`src/rtl/serial_sub_pkg.sv`:
```
// Shared types and sizing helpers for the bit-serial subtractor.
// The FSM state type and counter-width function live here so all files agree.
package serial_sub_pkg;

   typedef enum logic [1:0] {
      StIdle,
      StRun,
      StDone
   } state_e;

   // Width of the bit counter: indices 0..width-1, at least one bit.
   function automatic int unsigned cnt_width(input int unsigned width);
      return (width > 1) ? $clog2(width) : 1;
   endfunction

endpackage

```
`src/rtl/serial_sub_fs_cell.sv`:
```
// Combinational one-bit full subtractor: d = a - b - bin, with borrow-out.
module fs_cell (
   input  logic a,
   input  logic b,
   input  logic bin,
   output logic d,
   output logic bout
);

   assign d    = a ^ b ^ bin;
   assign bout = (~a & b) | (~(a ^ b) & bin);

endmodule

```
`src/rtl/serial_sub.sv`:
```
// Bit-serial ripple-borrow subtractor: diff = a - b (mod 2^WIDTH), one bit per clock,
// LSB first, with valid/ready handshakes on the operand and result sides.
module serial_sub
   import serial_sub_pkg::*;
#(
   parameter int unsigned WIDTH = 8
) (
   input  logic             clk,
   input  logic             rst_n,
   input  logic             in_valid,
   output logic             in_ready,
   input  logic [WIDTH-1:0] a,
   input  logic [WIDTH-1:0] b,
   output logic             out_valid,
   input  logic             out_ready,
   output logic [WIDTH-1:0] diff,
   output logic             borrow
);

   localparam int unsigned     CntW    = cnt_width(WIDTH);
   localparam logic [CntW-1:0] CntLast = CntW'(WIDTH - 1);

   state_e           state_q, state_d;
   logic [WIDTH-1:0] a_q, a_d;
   logic [WIDTH-1:0] b_q, b_d;
   logic [WIDTH-1:0] diff_q, diff_d;
   logic             borrow_q, borrow_d;
   logic [CntW-1:0]  cnt_q, cnt_d;

   logic cell_d;
   logic cell_bout;

   fs_cell u_fs_cell (
      .a    (a_q[0]),
      .b    (b_q[0]),
      .bin  (borrow_q),
      .d    (cell_d),
      .bout (cell_bout)
   );

   always_comb begin
      state_d  = state_q;
      a_d      = a_q;
      b_d      = b_q;
      diff_d   = diff_q;
      borrow_d = borrow_q;
      cnt_d    = cnt_q;
      case (state_q)
         StIdle: begin
            if (in_valid) begin
               a_d      = a;
               b_d      = b;
               borrow_d = 1'b0;
               cnt_d    = '0;
               state_d  = StRun;
            end
         end
         StRun: begin
            a_d      = a_q >> 1;
            b_d      = b_q >> 1;
            diff_d   = {cell_d, diff_q[WIDTH-1:1]};
            borrow_d = cell_bout;
            // Counter parks at its last value instead of wrapping.
            if (cnt_q == CntLast) begin
               state_d = StDone;
            end else begin
               cnt_d = cnt_q + 1'b1;
            end
         end
         StDone: begin
            if (out_ready) begin
               state_d = StIdle;
            end
         end
         default: state_d = StIdle;
      endcase
   end

   always_ff @(posedge clk or negedge rst_n) begin
      if (!rst_n) begin
         state_q  <= StIdle;
         a_q      <= '0;
         b_q      <= '0;
         diff_q   <= '0;
         borrow_q <= 1'b0;
         cnt_q    <= '0;
      end else begin
         state_q  <= state_d;
         a_q      <= a_d;
         b_q      <= b_d;
         diff_q   <= diff_d;
         borrow_q <= borrow_d;
         cnt_q    <= cnt_d;
      end
   end

   // Handshake outputs come straight from the state register.
   assign in_ready  = (state_q == StIdle);
   assign out_valid = (state_q == StDone);
   assign diff      = diff_q;
   assign borrow    = borrow_q;

endmodule

```
`config.mk`:
```
export PLATFORM = sky130hd
export DESIGN_NAME = serial_sub
export DESIGN_NICKNAME = d
export VERILOG_FILES = /design/src/rtl/serial_sub_pkg.sv /design/src/rtl/serial_sub_fs_cell.sv /design/src/rtl/serial_sub.sv
export SDC_FILE = /design/constraint.sdc
export NUM_CORES = 1
export LEC_CHECK = 0
export ABC_CLOCK_PERIOD_IN_PS = 2200
export CAP_MARGIN = 20
export CORE_ASPECT_RATIO = 0.75
export CORE_UTILIZATION = 45
export CTS_CLUSTER_SIZE = 8
export DETAILED_ROUTE_END_ITERATION = 12
export HOLD_SLACK_MARGIN = 0.12
export MAX_ROUTING_LAYER = met4
export PLACE_DENSITY = 0.72
export REMOVE_ABC_BUFFERS = 1
export SYNTH_ARGS = -nofsm -noshare
export SYNTH_HDL_FRONTEND = slang
export SYNTH_SLANG_ARGS = --single-unit
```
`constraint.sdc`:
```
create_clock -name clk -period 2.2 [get_ports clk]
set_input_delay 0.33 -clock clk [delete_from_list [all_inputs] [get_ports clk]]
set_output_delay 0.33 -clock clk [all_outputs]
set_load 0.01 [all_outputs]
```
=== After elaboration in Yosys (flattened, before gate mapping) ===
Index checks and enable logic that the tools add are counted.

* Register bits: 30

* Add/sub/neg operators: 1
* Muxes and demuxes: 13
* Bitwise logic cells: 7
* Reduce and logical (&&, ||, !) cells: 5
* Equal/unequal tests: 7

{| class="wikitable"
|+ Operators with widths
! cell !! number
|-
| 8-bit case mux with 2 select lines || 2
|-
| 8-bit 2-to-1 mux || 2
|-
| 2-bit 2-to-1 mux || 3
|-
| 3-bit 2-to-1 mux || 2
|-
| 2-bit inequality test, second input constant || 3
|-
| 2-bit case mux with 3 select lines || 1
|-
| 3-bit case mux with 2 select lines || 1
|-
| 3-bit AND reduction || 2
|-
| 3-bit by 1-bit adder with 3-bit output, second input constant || 1
|-
| 3-bit == test, second input constant || 1
|-
| 1-bit bitwise AND || 2
|-
| 2-bit by 1-bit == test with 1-bit output, second input constant || 1
|-
| 2-bit == test, second input constant || 1
|-
| 2-bit logical NOT || 1
|-
| 2-bit by 1-bit inequality test with 1-bit output, second input constant || 1
|-
| 1-bit inverter || 2
|-
| 1-bit case mux with 2 select lines || 1
|-
| 2-bit AND reduction || 1
|-
| 2-bit nonzero test || 1
|-
| 1-bit XOR || 2
|-
| 1-bit 2-to-1 mux || 1
|-
| 1-bit bitwise OR || 1
|}

=== Longest topological paths before layout ===
Gate-level depths: netlist (run 1).

* Word-level depth: 5
* Depth in mapped cells: 4
* Depth with buffers taken out: 4

=== By module ===
A second synthesis (run 1) with hierarchy kept.

* Cells, all modules: 133
* Area total of the unflattened synthesis: 1510.2 um2

{| class="wikitable"
|+ Modules (own cells, without submodules)
! module !! seq. area each (um2) !! area an instance (um2) !! instances !! cells an instance
|-
| serial_sub || 750.7 || 1478.9 || 1 || 129
|-
| fs_cell || 0.0 || 31.3 || 1 || 4
|}

=== Worst setup path after synthesis (run 1) ===
OpenSTA, ideal clock, no wires.

* Kind: reg2reg
* Start point: reg state_q[1]
* End point: reg a_q[5]
* Cell stages (with the launch flop): 4
* Arrival time: 1.154 ns
* Data required time: 2.077 ns
* Period minus slack after synthesis: 1.277 ns
* Slack: 0.923 ns
* Setup time: 0.123 ns
* Cell sequence: dfrtp_1 -> buf_6 -> or4b_1 -> o221a_2

* Longest elaborated chain between the ends: 3
* Elaborated cells on any way between the ends: 6

{| class="wikitable"
|+ RTL lines
! what !! RTL line !! text
|-
| start, declared || serial_sub.sv:23 || <nowiki>state_e state_q, state_d;</nowiki>
|-
| start signal, assigned || serial_sub.sv:81 || <nowiki>state_q <= StIdle;</nowiki>
|-
| start signal, assigned || serial_sub.sv:88 || <nowiki>state_q <= state_d;</nowiki>
|-
| 2-bit by 1-bit == test with 1-bit output or 2-bit logical NOT (tied branches) || serial_sub.sv:48 || <nowiki>case (state_q)</nowiki>
|-
| 2-bit nonzero test (no line) or 2-bit inequality test (tied branches) || -- ||
|-
| 2-bit AND reduction (no line) || -- ||
|-
| end signal, assigned || serial_sub.sv:82 || <nowiki>a_q <= '0;</nowiki>
|-
| end signal, assigned || serial_sub.sv:89 || <nowiki>a_q <= a_d;</nowiki>
|-
| end, declared || serial_sub.sv:24 || <nowiki>logic [WIDTH-1:0] a_q, a_d;</nowiki>
|}

Several ways; a longest one is shown, not always the timed one.
A chain may end at the register's enable or synchronous reset.

=== Final worst setup path (run 1) ===
* Start point: reg state_q[1]
* End point: out out_valid

* Longest elaborated chain between the ends: 1

{| class="wikitable"
|+ RTL lines
! what !! RTL line !! text
|-
| 2-bit == test || serial_sub.sv:99 || <nowiki>assign out_valid = (state_q == StDone);</nowiki>
|-
| end, declared || serial_sub.sv:14 || <nowiki>output logic out_valid,</nowiki>
|}

Every way passes these cells.

==> flow_metrics.py, run 1 <==
metrics = {
    "synthesis": {
        "synth_seq_area_share_pct": 49.9,
        "synth_area_mm2": 0.00151,
        "synthCells": 128,
        "ys_ff_latch": 30,
        "synth_cell_types": 28,
        "avgSynthCellArea_um2": 11.8,
        "synth_warnings": 0,
    },
    "min_path": {
        "hp-class": "input pin to async pin",
    },
    "power": {
        "cellLeakagePower_nw": 0.836,
        "irDropWorstVdd_v": 0.000685,
        "swShare_pct": 34.6,
        "pwr-share-clk_pct": 18.2,
        "p_comb_share_pct": 42.4,
        "switchingPower_w": 0.000882,
        "power_density_mw_per_mm2": 1320,
        "power_frac_seq_pct": 39.4,
        "p_int_w": 0.00167,
    },
    "grt": {
        "grt_usage_pct": 22.2,
        "grt_use_met2_pct": 32.5,
        "grt_pass1_wl_mm": 5.31,
        "busiest_layer": "met2",
        "grt_max_degree": 31,
        "gr-total-overflow": 0,
        "use_met1_pct": 26.8,
        "met3_usage_pct": 8.33,
        "first_global_vias": 1147,
        "antenna_found_initial": 0,
    },
    "clock_network": {
        "cts_tree": "done",
        "cts_buffers": 5,
        "cts_root_buffer": "clkbuf_8",
        "ctsHoldBuffers": 0,
        "clk_latency_ps": 290,
        "htree_levels": 2,
        "clk_pin_slew_ps": 70,
        "clk_path_buf_depth": 2,
        "cts_sinks": 30,
        "ctsResizeCount": 0,
        "post_cts_buffers": 0,
    },
    "flow_run": {
        "maxCapViolCount": 0,
    },
    "sta": {
        "relSlewSlack_pct": 68.0,
        "tightest_slew_ps": 478,
        "rsz0062_at_grt": "false",
        "skew_ps": 6.72,
        "setup_viol": 0,
        "fin_ws_ps": 253,
        "tns_ps": 0,
        "fmax_mhz": 514,
        "post-route-period-util_pct": 88.5,
        "slew_viol_final": 0,
        "finalHoldViolations": 0,
        "fin_crit_ps": 1950,
    },
    "critical_path": {
        "path_max_fanout": 11,
        "start_kind": "register",
        "slowest_delay_ps": 570,
        "cp_top_family": "buffers and inverters",
        "slowest_stage": "clkdlybuf4s50_1",
        "end_kind": "output pin",
        "crit_chain": "nor2b_1, clkdlybuf4s50_1",
        "arrival_ps": 1620,
        "worst-path-buf-inv": 1,
        "cp.required_ps": 1870,
        "crit_type": "register to output pin",
    },
    "floorplan": {
        "fp-row-count": 17,
        "fp.dieW_um": 68.8,
        "die-area_mm2": 0.00358,
        "start_util_pct": 49.1,
        "io_pins": 31,
        "die_h_um": 52.1,
        "coreArea_mm2": 0.00306,
    },
    "detailed_routing": {
        "viasPerCell": 5.63,
        "drcViolationCount": 0,
        "wl_mm": 3.18,
        "drt_iter0_markers": 64,
        "dr.pass1.iters": 4,
        "ant_nets": 0,
        "num_vias": 1120,
        "wl_per_cell_um": 16.0,
    },
    "final_layout": {
        "nets": 183,
        "fin_area_mm2": 0.00193,
        "fillCellCount": 256,
        "multi_input_area_um2": 644,
        "seq_area_um2": 751,
        "n_antenna_cell": 0,
        "area_growth_pct": 28.1,
        "drive_gt1_share_pct": 12.4,
    },
    "status": {
        "status": "completed",
    },
    "placement": {
        "dpl.hpwl_mm": 2.18,
        "postPlaceCellArea_mm2": 0.00184,
        "numPortBuffers": 30,
        "gp_congestion": 0.764,
        "place_ws_ps": 299,
    },
}
placed cells by master (no fill, tap or decap):
master	synthesis	routed
a211o_1	2	2
a211oi_1	8	8
a21oi_1	1	1
a22o_1	2	2
buf_4	1	6
clkbuf_1	2	1
clkbuf_8	0	6
clkdlybuf4s50_1	0	30
clkinv_2	0	1
dfrtp_1	30	30
fa_1	1	1
ha_1	2	2
inv_1	13	13
mux2_1	7	7
mux2i_1	1	1
nand2_1	2	2
nand2b_1	4	4
nand3_1	3	3
nor2_1	1	1
nor2b_1	2	2
nor3b_1	10	10
nor4b_1	8	8
nor4bb_1	2	2
o21ba_1	1	1
o21bai_2	1	1
o221a_2	6	6
o221ai_1	3	3
or2_1	1	1
or4b_1	6	6
final timing paths:
path	cells past startpoint	start	end	slack, ps
setup / recovery	2	state_q[1]$_DFFE_PN0P_	out_valid	250
hold / removal	2	rst_n	diff[0]$_DFFE_PN0N_	430
setup reg to reg	4	state_q[0]$_DFFE_PN0P_	b_q[6]$_DFFE_PN0P_	530
hold reg to reg	1	diff[2]$_DFFE_PN0N_	diff[2]$_DFFE_PN0N_	510
max in group asynchronous	2	rst_n	a_q[0]$_DFFE_PN0P_	1470
min in group clk	1	diff[2]$_DFFE_PN0N_	diff[2]$_DFFE_PN0N_	510
layout make-up:
cell class | count | area share (%)
sequential | 30 | 38.9
multi-input combinational | 74 | 33.4
timing repair buffer | 36 | 17.9
clock buffer | 7 | 4.48
inverter | 13 | 2.53
tap | 38 | 2.47
clock inverter | 1 | 0.260
per-stage QoR:
step	total power [W]	std cells	hold slack [ps]	utilization, %
after floorplan	0.00164	117	34.4	-
after global placement	0.00203	191	476	60.0
after detailed placement	0.00211	191	499	60.0
after CTS	0.00258	199	433	62.9
after global routing	0.00275	199	473	62.9
final	0.00255	199	428	62.9
state kept, by name, indices dropped and copies added (netlist names):
name / cells
diff: 8
state_q: 2
b_q: 8
a_q: 8
cnt_q: 3
borrow: 1
metal layers:
layer	up-vias	part of all wire [%]
li1	536	-
met1	546	48
met2	32	44
met3	6	6.2
met4	0	2.2
met5	-	0
kinds of logic (layout without fill, tap and decap cells):
logic type               after synthesis  after routing  share of synthesized area, %
AO/OA/AOI/OAI                         24             24                          14.3
adder cells (fa/ha/maj)                3              3                          2.99
buffers and inverters                 24             57                          7.32
flip-flops                            30             30                          49.9
multiplexers                           8              8                          5.90
AND/OR/NAND/NOR                       39             39                          19.6
power groups by stage:
stage / Combinational [W] / Clock (W) / Sequential (W)
finish: 0.00108 / 0.000465 / 0.00101
global route: 0.00121 / 0.000500 / 0.00104
CTS: 0.00110 / 0.000478 / 0.00101
detailed placement: 0.00110 / 0 / 0.00101
global placement: 0.00103 / 0 / 0.000993
floorplan: 0.000581 / 0 / 0.00106
synthesized netlist by cell type:
master / count / share of area (%)
o221ai_1: 3 / 1.7
nand2b_1: 4 / 1.7
buf_2: 7 / 2.3
nand2_1: 2 / 0.50
buf_4: 1 / 0.50
o221a_2: 6 / 4.5
nor2_1: 1 / 0.25
o21ba_1: 1 / 0.67
nor4b_1: 8 / 4.7
ha_1: 2 / 1.7
nor4bb_1: 2 / 1.3
nand3_1: 3 / 1.0
a211oi_1: 8 / 4.0
or4b_1: 6 / 4.0
buf_6: 1 / 0.75
nor3b_1: 10 / 5.0
mux2_1: 7 / 5.2
inv_1: 13 / 3.2
a21oi_1: 1 / 0.33
mux2i_1: 1 / 0.67
clkbuf_1: 2 / 0.50
fa_1: 1 / 1.3
nor2b_1: 2 / 0.83
or2_1: 1 / 0.42
o21bai_2: 1 / 0.75
a22o_1: 2 / 1.2
dfrtp_1: 30 / 50
a211o_1: 2 / 1.2
No activity file was read; power rests on OpenSTA's default activity.
==> run 2: changes to the inputs <==
Settings changed: CAP_MARGIN 20 to 10.
==> results of run 2 <==
No change in the layout: final DEF, timing and power equal those of run 1.
